[config.mk]
export PLATFORM = sky130hd
export DESIGN_NAME = mem_port_arbiter
export DESIGN_NICKNAME = d
export VERILOG_FILES = /design/src/rtl/mem_port_arbiter_pkg.sv /design/src/rtl/mem_port_arbiter_ldst_lane.sv /design/src/rtl/mem_port_arbiter.sv
export SDC_FILE = /design/constraint.sdc
export NUM_CORES = 1
export LEC_CHECK = 0
export ABC_AREA = 1
export CORE_MARGIN = 3
export CORE_UTILIZATION = 49
export DETAILED_ROUTE_END_ITERATION = 8
export PLACE_DENSITY = 0.84
export REMOVE_ABC_BUFFERS = 1
export SLEW_MARGIN = 10
export SYNTH_ARGS = -nofsm -noshare
export SYNTH_HDL_FRONTEND = slang
export SYNTH_SLANG_ARGS = --single-unit
[constraint.sdc]
create_clock -name clk -period 4.3 [get_ports clk]
set_clock_uncertainty 0.15 [all_clocks]
set_input_delay 0.43 -clock clk [delete_from_list [all_inputs] [get_ports clk]]
set_output_delay 0.43 -clock clk [all_outputs]
set_load 0.02 [all_outputs]
[src/rtl/mem_port_arbiter_pkg.sv]
// mem_port_arbiter_pkg: shared encodings for the unified memory port arbiter
package mem_port_arbiter_pkg;
  typedef enum logic [2:0] {
    LDST_LB  = 3'b000,
    LDST_LH  = 3'b001,
    LDST_LW  = 3'b010,
    LDST_LBU = 3'b011,
    LDST_LHU = 3'b100,
    LDST_SB  = 3'b101,
    LDST_SH  = 3'b110,
    LDST_SW  = 3'b111
  } ldst_e;
  typedef enum logic [1:0] {ST_IDLE, ST_ISSUE, ST_WAIT_RD, ST_DONE} state_e;
  typedef enum logic {OWN_IF, OWN_D} owner_e;
  function automatic logic is_store(input ldst_e op);
    return op inside {LDST_SB, LDST_SH, LDST_SW};
  endfunction
  function automatic logic is_misaligned(input ldst_e op, input logic [1:0] o);
    return (op inside {LDST_LH, LDST_LHU, LDST_SH} && o[0]) || (op inside {LDST_LW, LDST_SW} && o != 2'b00);
  endfunction
endpackage

[src/rtl/mem_port_arbiter_ldst_lane.sv]
// ldst_lane: byte enables, store lane replication and load extension for one access
module ldst_lane
  import mem_port_arbiter_pkg::*;
(
  input  ldst_e       op,
  input  logic [1:0]  off,
  input  logic [31:0] wdata,
  input  logic [31:0] rdata,
  output logic [3:0]  be,
  output logic [31:0] wdata_rep,
  output logic [31:0] rdata_ext
);
  logic [7:0] rbyte;
  logic [15:0] rhalf;
  assign rbyte = rdata[{off, 3'b000} +: 8];
  assign rhalf = off[1] ? rdata[31:16] : rdata[15:0];
  assign be = op == LDST_SB ? 4'b0001 << off :
              op == LDST_SH ? (off[1] ? 4'b1100 : 4'b0011) :
              op == LDST_SW ? 4'b1111 : 4'b0000;
  assign wdata_rep = op == LDST_SB ? {4{wdata[7:0]}} :
                     op == LDST_SH ? {2{wdata[15:0]}} : wdata;
  assign rdata_ext = op == LDST_LB  ? {{24{rbyte[7]}}, rbyte} :
                     op == LDST_LBU ? {24'b0, rbyte} :
                     op == LDST_LH  ? {{16{rhalf[15]}}, rhalf} :
                     op == LDST_LHU ? {16'b0, rhalf} : rdata;
endmodule

[src/rtl/mem_port_arbiter.sv]
// mem_port_arbiter: shares one memory port between instruction fetch and load/store traffic
module mem_port_arbiter
  import mem_port_arbiter_pkg::*;
#(
  parameter int MAX_DATA_RUN = 4,
  parameter int RUN_W = 3
) (
  input  logic        clk,
  input  logic        rst_n,
  input  logic        if_req,
  input  logic [31:0] if_addr,
  output logic        if_done,
  output logic [31:0] if_rdata,
  input  logic        d_req,
  input  logic [2:0]  d_ldst,
  input  logic [31:0] d_addr,
  input  logic [31:0] d_wdata,
  output logic        d_done,
  output logic [31:0] d_rdata,
  output logic        d_misalign,
  output logic        stall_if,
  output logic        stall_mem,
  output logic        mem_req_valid,
  input  logic        mem_req_ready,
  output logic [31:0] mem_addr,
  output logic [3:0]  mem_we,
  output logic [31:0] mem_wdata,
  input  logic        mem_rvalid,
  input  logic [31:0] mem_rdata
);
  state_e state_q, state_d;
  owner_e owner_q, owner_d;
  ldst_e ldst_q, ldst_d;
  logic [1:0] off_q, off_d;
  logic [RUN_W-1:0] run_q, run_d;
  logic mem_req_valid_q, mem_req_valid_d, if_done_q, if_done_d;
  logic d_done_q, d_done_d, d_misalign_q, d_misalign_d;
  logic [3:0] mem_we_q, mem_we_d;
  logic [31:0] mem_addr_q, mem_addr_d, mem_wdata_q, mem_wdata_d;
  logic [31:0] if_rdata_q, if_rdata_d, d_rdata_q, d_rdata_d;
  ldst_e lane_op;
  logic [1:0] lane_off;
  logic [3:0] lane_be;
  logic [31:0] lane_wdata, lane_rdata;
  logic d_win, f_win;
  // The lane decodes the live request while arbitrating and the latched access afterwards
  assign lane_op = state_q == ST_IDLE ? ldst_e'(d_ldst) : ldst_q;
  assign lane_off = state_q == ST_IDLE ? d_addr[1:0] : off_q;
  ldst_lane u_lane (
    .op(lane_op),
    .off(lane_off),
    .wdata(d_wdata),
    .rdata(mem_rdata),
    .be(lane_be),
    .wdata_rep(lane_wdata),
    .rdata_ext(lane_rdata)
  );
  assign d_win = d_req & ~(if_req & (run_q == RUN_W'(MAX_DATA_RUN)));
  assign f_win = if_req & ~d_win;
  // Next-state and next-output logic for the single-outstanding-transaction sequencer
  always_comb begin
    state_d = state_q;
    owner_d = owner_q;
    ldst_d = ldst_q;
    off_d = off_q;
    run_d = run_q;
    mem_req_valid_d = mem_req_valid_q;
    mem_addr_d = mem_addr_q;
    mem_we_d = mem_we_q;
    mem_wdata_d = mem_wdata_q;
    if_rdata_d = if_rdata_q;
    d_rdata_d = d_rdata_q;
    if_done_d = 1'b0;
    d_done_d = 1'b0;
    d_misalign_d = 1'b0;
    case (state_q)
      ST_IDLE: begin
        run_d = (if_req & d_win) ? run_q + 1'b1 : '0;
        if (d_win & is_misaligned(ldst_e'(d_ldst), d_addr[1:0])) begin
          state_d = ST_DONE;
          d_done_d = 1'b1;
          d_misalign_d = 1'b1;
        end else if (d_win | f_win) begin
          state_d = ST_ISSUE;
          owner_d = d_win ? OWN_D : OWN_IF;
          ldst_d = d_win ? ldst_e'(d_ldst) : LDST_LW;
          off_d = d_win ? d_addr[1:0] : 2'b00;
          mem_req_valid_d = 1'b1;
          mem_addr_d = (d_win ? d_addr : if_addr) & ~32'h3;
          mem_we_d = d_win ? lane_be : 4'b0000;
          mem_wdata_d = d_win ? lane_wdata : '0;
        end
      end
      ST_ISSUE: if (mem_req_ready) begin
        mem_req_valid_d = 1'b0;
        state_d = is_store(ldst_q) ? ST_DONE : ST_WAIT_RD;
        d_done_d = is_store(ldst_q);
      end
      ST_WAIT_RD: if (mem_rvalid) begin
        state_d = ST_DONE;
        if_done_d = owner_q == OWN_IF;
        d_done_d = owner_q == OWN_D;
        if_rdata_d = owner_q == OWN_IF ? mem_rdata : if_rdata_q;
        d_rdata_d = owner_q == OWN_D ? lane_rdata : d_rdata_q;
      end
      default: state_d = ST_IDLE;
    endcase
  end
  // State and registered outputs; reset drops any in-flight transaction silently
  always_ff @(posedge clk or negedge rst_n) begin
    if (!rst_n) begin
      state_q <= ST_IDLE;
      owner_q <= OWN_IF;
      ldst_q <= LDST_LB;
      off_q <= 2'b00;
      run_q <= '0;
      mem_req_valid_q <= 1'b0;
      mem_addr_q <= '0;
      mem_we_q <= '0;
      mem_wdata_q <= '0;
      if_rdata_q <= '0;
      d_rdata_q <= '0;
      if_done_q <= 1'b0;
      d_done_q <= 1'b0;
      d_misalign_q <= 1'b0;
    end else begin
      state_q <= state_d;
      owner_q <= owner_d;
      ldst_q <= ldst_d;
      off_q <= off_d;
      run_q <= run_d;
      mem_req_valid_q <= mem_req_valid_d;
      mem_addr_q <= mem_addr_d;
      mem_we_q <= mem_we_d;
      mem_wdata_q <= mem_wdata_d;
      if_rdata_q <= if_rdata_d;
      d_rdata_q <= d_rdata_d;
      if_done_q <= if_done_d;
      d_done_q <= d_done_d;
      d_misalign_q <= d_misalign_d;
    end
  end
  assign if_done = if_done_q;
  assign if_rdata = if_rdata_q;
  assign d_done = d_done_q;
  assign d_rdata = d_rdata_q;
  assign d_misalign = d_misalign_q;
  assign mem_req_valid = mem_req_valid_q;
  assign mem_addr = mem_addr_q;
  assign mem_we = mem_we_q;
  assign mem_wdata = mem_wdata_q;
  assign stall_if = if_req & ~if_done_q;
  assign stall_mem = d_req & ~d_done_q;
endmodule

==> results.yml, run 1 <==
timing:
  period_share_pct: 76.7
  setup_violations: 0
  max_freq_mhz: 303
  maxSlewViolCount: 0
  worst_pin_slew_ns: 1.16
  fin_tns_setup_ns: 0
  relSlewSlack_pct: 22.5
  holdWs_ns: -0.0616
  hold_violations: 16
  period_minus_slack_ns: 3.30
  rsz0062_at_grt: "false"
status:
  violations: "hold timing"
  outcome: "finished, violations left"
synth:
  synth_edf_count: 0
  yosysWarnings: 0
  synthFlopType: "dfrtp_1"
  synth_cell_types: 37
  synth_compound_area_share_pct: 12.5
  synthesis.instances: 963
  synth_fa_ha_area_share_pct: 0.994
  async_reset_ff_share_pct: 100
  muxShareOfSynthArea_pct: 0
  seq_area_frac_synth_pct: 48.1
  synthXorXnorAreaFrac_pct: 0.348
  yosys_register_bits: 145
  synth_top_family_by_area: "simple AND/OR/NAND/NOR gates"
  netlist_area_mm2: 0.00755
  yosys.area_share.simple_pct: 29.7
  syn_avg_cell_area_um2: 7.84
route:
  drc: 0
  top_layer_used: "met4"
  wl_met3_mm: 1.60
  dr_total_vias: 7322
  avgViaCountPerCell: 5.21
  first_pass_iters: 5
  drt_first_iter_violations: 777
  ant_nets: 0
  wl_met1_mm: 10.0
  detail_route.wl_per_cell_um: 17.0
  wl_mm: 24.0
  met2_length_mm: 11.5
setup_path:
  critical-path-max-stage-delay_ns: 0.58
  cp_data_arrival_time_ns: 3.41
  path_cells: "inv_1 > ha_1 > nand2_1 > nand2_2 > inv_2 > nand2_1 > nand2_2 > a21oi_4 > a21boi_0"
  cp_max_fo: 23
  cp_slowest_cell: "a21oi_4"
  crit_type: "flip-flop to flip-flop"
  required_ns: 4.41
  cp-end-kind: "flip-flop"
  cp-start-kind: "flip-flop"
floorplanning:
  initial_core_util_pct: 51.0
  io_pins: 275
  die_area_mm2: 0.0169
  die_x_um: 130
  num_rows: 44
  die_h_um: 130
  core_mm2: 0.0148
min_path:
  hold_class: "input port to async pin"
clock_tree:
  clkTransAtPathRegs_ns: 0.07
  numCtsBuffers: 17
  htree_levels: 4
  clockRootBuffer: "clkbuf_16"
  clock_latency_ns: 0.43
  cts_buffer_depth: 2
  cts_tree: "done"
  hold_buffers: 0
  cts_setup_buffers: 0
  clock_sinks: 145
  cts-resized-gates: 0
global_routing:
  grt_max_degree: 122
  first_global_vias: 6982
  antenna_found_initial: 1
  grt_overflow: 0
  grt_pass1_wl_mm: 37.3
  track_usage_pct: 28.3
layout:
  final_core_util_pct: 73.4
  final_cell_mix: "326 x nand2_1, 269 x clkdlybuf4s50_1, 145 x dfrtp_1"
  areaGrowthSynthToFinish_pct: 43.9
  final_common_cell: "nand2_1"
  fin_nets: 1351
  drive_above_1_share_pct: 8.27
  instances_no_fill: 1406
power_and_ir_drop:
  power_frac_comb_pct: 53.8
  ir_worst_vdd_uv: 653
  internal_power_w: 0.00478
  swShare_pct: 43.2
  seq_power_share_pct: 27.8
  p_leak_nw: 5.25
  cellPowerDensity_mw_per_mm2: 774
  pwr-share-clk_pct: 18.4
  total_power_w: 0.00841
  p_sw_w: 0.00363
flow_run:
  max-cap-violations: 0
place:
  gp_congestion: 0.855
  portBuffers: 270
  dp_hpwl_mm: 16.6
  dp_cells: 1373
cells by family after synthesis:
logic type | after synthesis
AOI/OAI and AO/OA | 161
xor gates and xnor gates | 3
adders and majority gates | 6
buffers and inverters | 138
DFF | 145
other | 1
and+or+nand+nor | 509
Yosys cell counts (9+ instances only):
cell	count	share of area (%)
a21boi_1	10	0.99
a21oi_1	23	1.5
buf_2	19	1.3
buf_4	11	1.1
clkbuf_1	15	0.75
dfrtp_1	145	48
inv_1	78	3.9
nand2_1	327	16
nand2_2	9	0.75
nand3_1	47	3.1
nor2_1	75	3.7
o21ai_0	81	5.4
o31ai_1	30	3.0
or2_2	24	2.0
flip-flops by register name (all words and copies together), names as in the netlist, 2 cells and up:
name and flops:
mem_addr 30, d_rdata 32, mem_we 4, if_rdata 32
ldst_q 3, mem_wdata 32, run_q 3, state_q 2
off_q 2
per-layer routing:
metal,global-route usage (%),vias up
li1,-,3562
met1,37.3,3430
met2,45.6,280
met3,5.89,50
met4,11.7,0
met5,0,-
power by group through the flow:
stage	Sequential (W)	Combinational [W]	Clock, W
5_1_grt	0.00240	0.00492	0.00163
6_report	0.00234	0.00453	0.00155
3_3_place_gp	0.00232	0.00442	0
3_5_place_dp	0.00234	0.00450	0
4_1_cts	0.00233	0.00453	0.00156
2_1_floorplan	0.00303	0.00186	0
through the flow:
step / setup slack, ns / cell area (um2)
floorplan: 0.382 / 7250
global placement: 1.21 / 10200
detailed placement: 1.08 / 10200
CTS: 1.04 / 10900
global route: 0.773 / 10900
finish: 1.00 / 10900
final timing paths:
check	startpoint	endpoint	slack, ns	cells past startpoint
max reg2reg	state_q[1]	d_rdata[20]	1.00	9
min reg2reg	mem_we[2]	mem_we[2]	0.33	2
max	state_q[1]	d_rdata[20]	1.00	9
min in group clk	mem_we[2]	mem_we[2]	0.33	2
min	rst_n	mem_wdata[14]	-0.06	1
max in group asynchronous	rst_n	d_rdata[10]	2.91	2
critical path, delay by kind of cell, from the launching register on:
family	cells	cell delay, ns
and+or+nand+nor	4	0.82
AOI/OAI and AO/OA	2	0.80
DFF	1	0.40
buffers and inverters	2	0.39
adders and majority gates	1	0.56
cell type report:
class,instances,area (um2)
diodes,1,2.50
clock buffers,18,439
clock inverters,14,179
fillers,1155,3940
inverters,87,329
multi-input cells,681,3310
flip-flops and latches,145,3630
well taps,184,230
repair buffers,276,2750
(Power assumes the default switching activity.)
==> run 2, diff against run 1 <==
--- a/config.mk
+++ b/config.mk
@@ -7,9 +7,9 @@
 export LEC_CHECK = 0
 export ABC_AREA = 1
 export CORE_MARGIN = 3
-export CORE_UTILIZATION = 49
+export CORE_UTILIZATION = 45
 export DETAILED_ROUTE_END_ITERATION = 8
-export PLACE_DENSITY = 0.84
+export PLACE_DENSITY = 0.78
 export REMOVE_ABC_BUFFERS = 1
 export SLEW_MARGIN = 10
 export SYNTH_ARGS = -nofsm -noshare
==> constraint.sdc (replaced) <==
create_clock -name clk -period 3.3 [get_ports clk]
set_clock_uncertainty 0.15 [all_clocks]
set_input_delay 0.33 -clock clk [delete_from_list [all_inputs] [get_ports clk]]
set_output_delay 0.33 -clock clk [all_outputs]
set_load 0.02 [all_outputs]
==> results.yml, run 2 (synthesis gave the netlist of run 1 again) <==
status:
  outcome: "finished clean"
setup_path:
  regToRegSetupSlack_ns: 0.61
  critical-path-max-stage-delay_ns: 0.40
  path_cells: "inv_1 > ha_1 > buf_4 > nand2_1 > nand2_4 > nand3_4 > nand2_4 > nand2_2 > nand2_1 > nand3_1 > nand2_1 > nand2_1"
  cp_slowest_cell: "dfrtp_1"
  cp_max_fo: 20
  crit_type: "flip-flop to flip-flop"
  reg2reg_depth: 12
  cpMostUsedCell: "nand2_1"
  r2r-end: "d_rdata[7]"
  cp-end-kind: "flip-flop"
  cp-start-kind: "flip-flop"
  worstReg2RegStart: "state_q[0]"
  cp_data_arrival_time_ns: 2.85
  required_ns: 3.46
power_and_ir_drop:
  pwr-share-clk_pct: 20.4
  power_frac_comb_pct: 52.8
  internal_power_w: 0.00658
  cellPowerDensity_mw_per_mm2: 1020
  ir_worst_vdd_uv: 567
  swShare_pct: 42.0
  p_sw_w: 0.00476
  seq_power_share_pct: 26.8
  p_leak_nw: 5.35
route:
  avgViaCountPerCell: 5.12
  dr_total_vias: 7403
  detail_route.wl_per_cell_um: 16.9
  first_pass_iters: 6
  drc: 0
  drt_first_iter_violations: 677
  ant_nets: 0
  wl_mm: 24.4
floorplanning:
  die_h_um: 136
  die_area_mm2: 0.0184
  die_x_um: 136
  num_rows: 46
  core_mm2: 0.0162
  initial_core_util_pct: 46.7
  io_pins: 275
timing:
  maxSlewViolCount: 0
  hold_violations: 0
  period_share_pct: 81.4
  rsz0062_at_grt: "false"
  holdWs_ns: 0.289
  relSlewSlack_pct: 60.7
  setup_violations: 0
  max_freq_mhz: 372
  period_minus_slack_ns: 2.69
  worst_pin_slew_ns: 0.587
clock_tree:
  cts_tree: "done"
  clock_sinks: 145
  cts_buffer_depth: 2
  clockRootBuffer: "clkbuf_16"
  clock_latency_ns: 0.42
  htree_levels: 4
  clkTransAtPathRegs_ns: 0.06
  cts-resized-gates: 0
  numCtsBuffers: 17
layout:
  fillers: 1314
  areaGrowthSynthToFinish_pct: 46.9
  diodes: 0
  drive_above_1_share_pct: 8.94
  final_common_cell: "nand2_1"
  final_core_util_pct: 68.6
  fin_nets: 1361
  final_cell_mix: "326 x nand2_1, 269 x clkdlybuf4s50_1, 145 x dfrtp_1"
place:
  portBuffers: 270
  dp_hpwl_mm: 17.3
  gp_congestion: 0.859
flow_run:
  max-cap-violations: 0
global_routing:
  grt_overflow: 0
  track_usage_pct: 26.4
  grt_max_degree: 60
  antenna_found_initial: 0
  grt_pass1_wl_mm: 37.9
  first_global_vias: 6904
min_path:
  hold_class: "input port to async pin"
[run 2: metrics by stage]
step	cells	total power [W]	TNS [ns]	setup WS, ns	cell area, um2
after global routing	1447	0.0120	0	0.388	11100
after global placement	1414	0.00889	0	0.701	10400
after floorplan	913	0.00638	-33.53	-0.618	7250
final	1447	0.0113	0	0.612	11100
after CTS	1447	0.0114	0	0.611	11100
after detailed placement	1414	0.00901	0	0.623	10400
[run 2: area by class of cell]
class                           count  area (um2)  share of cell area (%)
Clock buffer                       17         425                    3.84
Clock inverter                     15         278                    2.50
Inverter                           87         329                    2.97
Multi-Input combinational cell    681        3310                    29.8
Sequential cell                   145        3630                    32.7
Tap cell                          216         270                    2.44
Timing Repair Buffer              286        2850                    25.7
[run 2: how the worst max path moves through the flow]
| stage | startpoint | slack, ns | to |
|---|---|---|---|
| 2_1_floorplan | run_q[0] | -0.62 | ldst_q[0] |
| 3_3_place_gp | state_q[0] | 0.70 | d_rdata[5] |
| 3_5_place_dp | state_q[0] | 0.62 | d_rdata[6] |
| 4_1_cts | state_q[0] | 0.61 | d_rdata[6] |
| 5_1_grt | state_q[1] | 0.39 | d_rdata[13] |
| 6_report | state_q[0] | 0.61 | d_rdata[7] |
[run 2: power groups by stage]
stage / combinational [W] / clock [W] / sequential [W]
after detailed placement: 0.00596 / 0 / 0.00305
after global placement: 0.00586 / 0 / 0.00303
final: 0.00598 / 0.00231 / 0.00304
after floorplan: 0.00243 / 0 / 0.00395
after CTS: 0.00600 / 0.00234 / 0.00304
after global routing: 0.00649 / 0.00243 / 0.00312
[run 2: critical path, delay by kind of cell, from the launching register on]
| kind | cells | cell delay [ns] |
|---|---|---|
| buffers and inverters | 2 | 0.34 |
| DFF | 1 | 0.40 |
| adders and majority gates | 1 | 0.36 |
| and+or+nand+nor | 9 | 1.33 |
[run 2: layer usage]
| metal | wire length [um] | GRT usage (%) |
|---|---|---|
| met5 | 0 | 0 |
| met1 | 10300 | 35.0 |
| met3 | 1490 | 4.35 |
| met2 | 11900 | 43.6 |
| met4 | 770 | 10.4 |
[run 2: what timing repair did]
action,4_1_cts,5_1_grt
buffers inserted,0,0
hold buffers,1,0
endpoints found under the hold margin,55,0
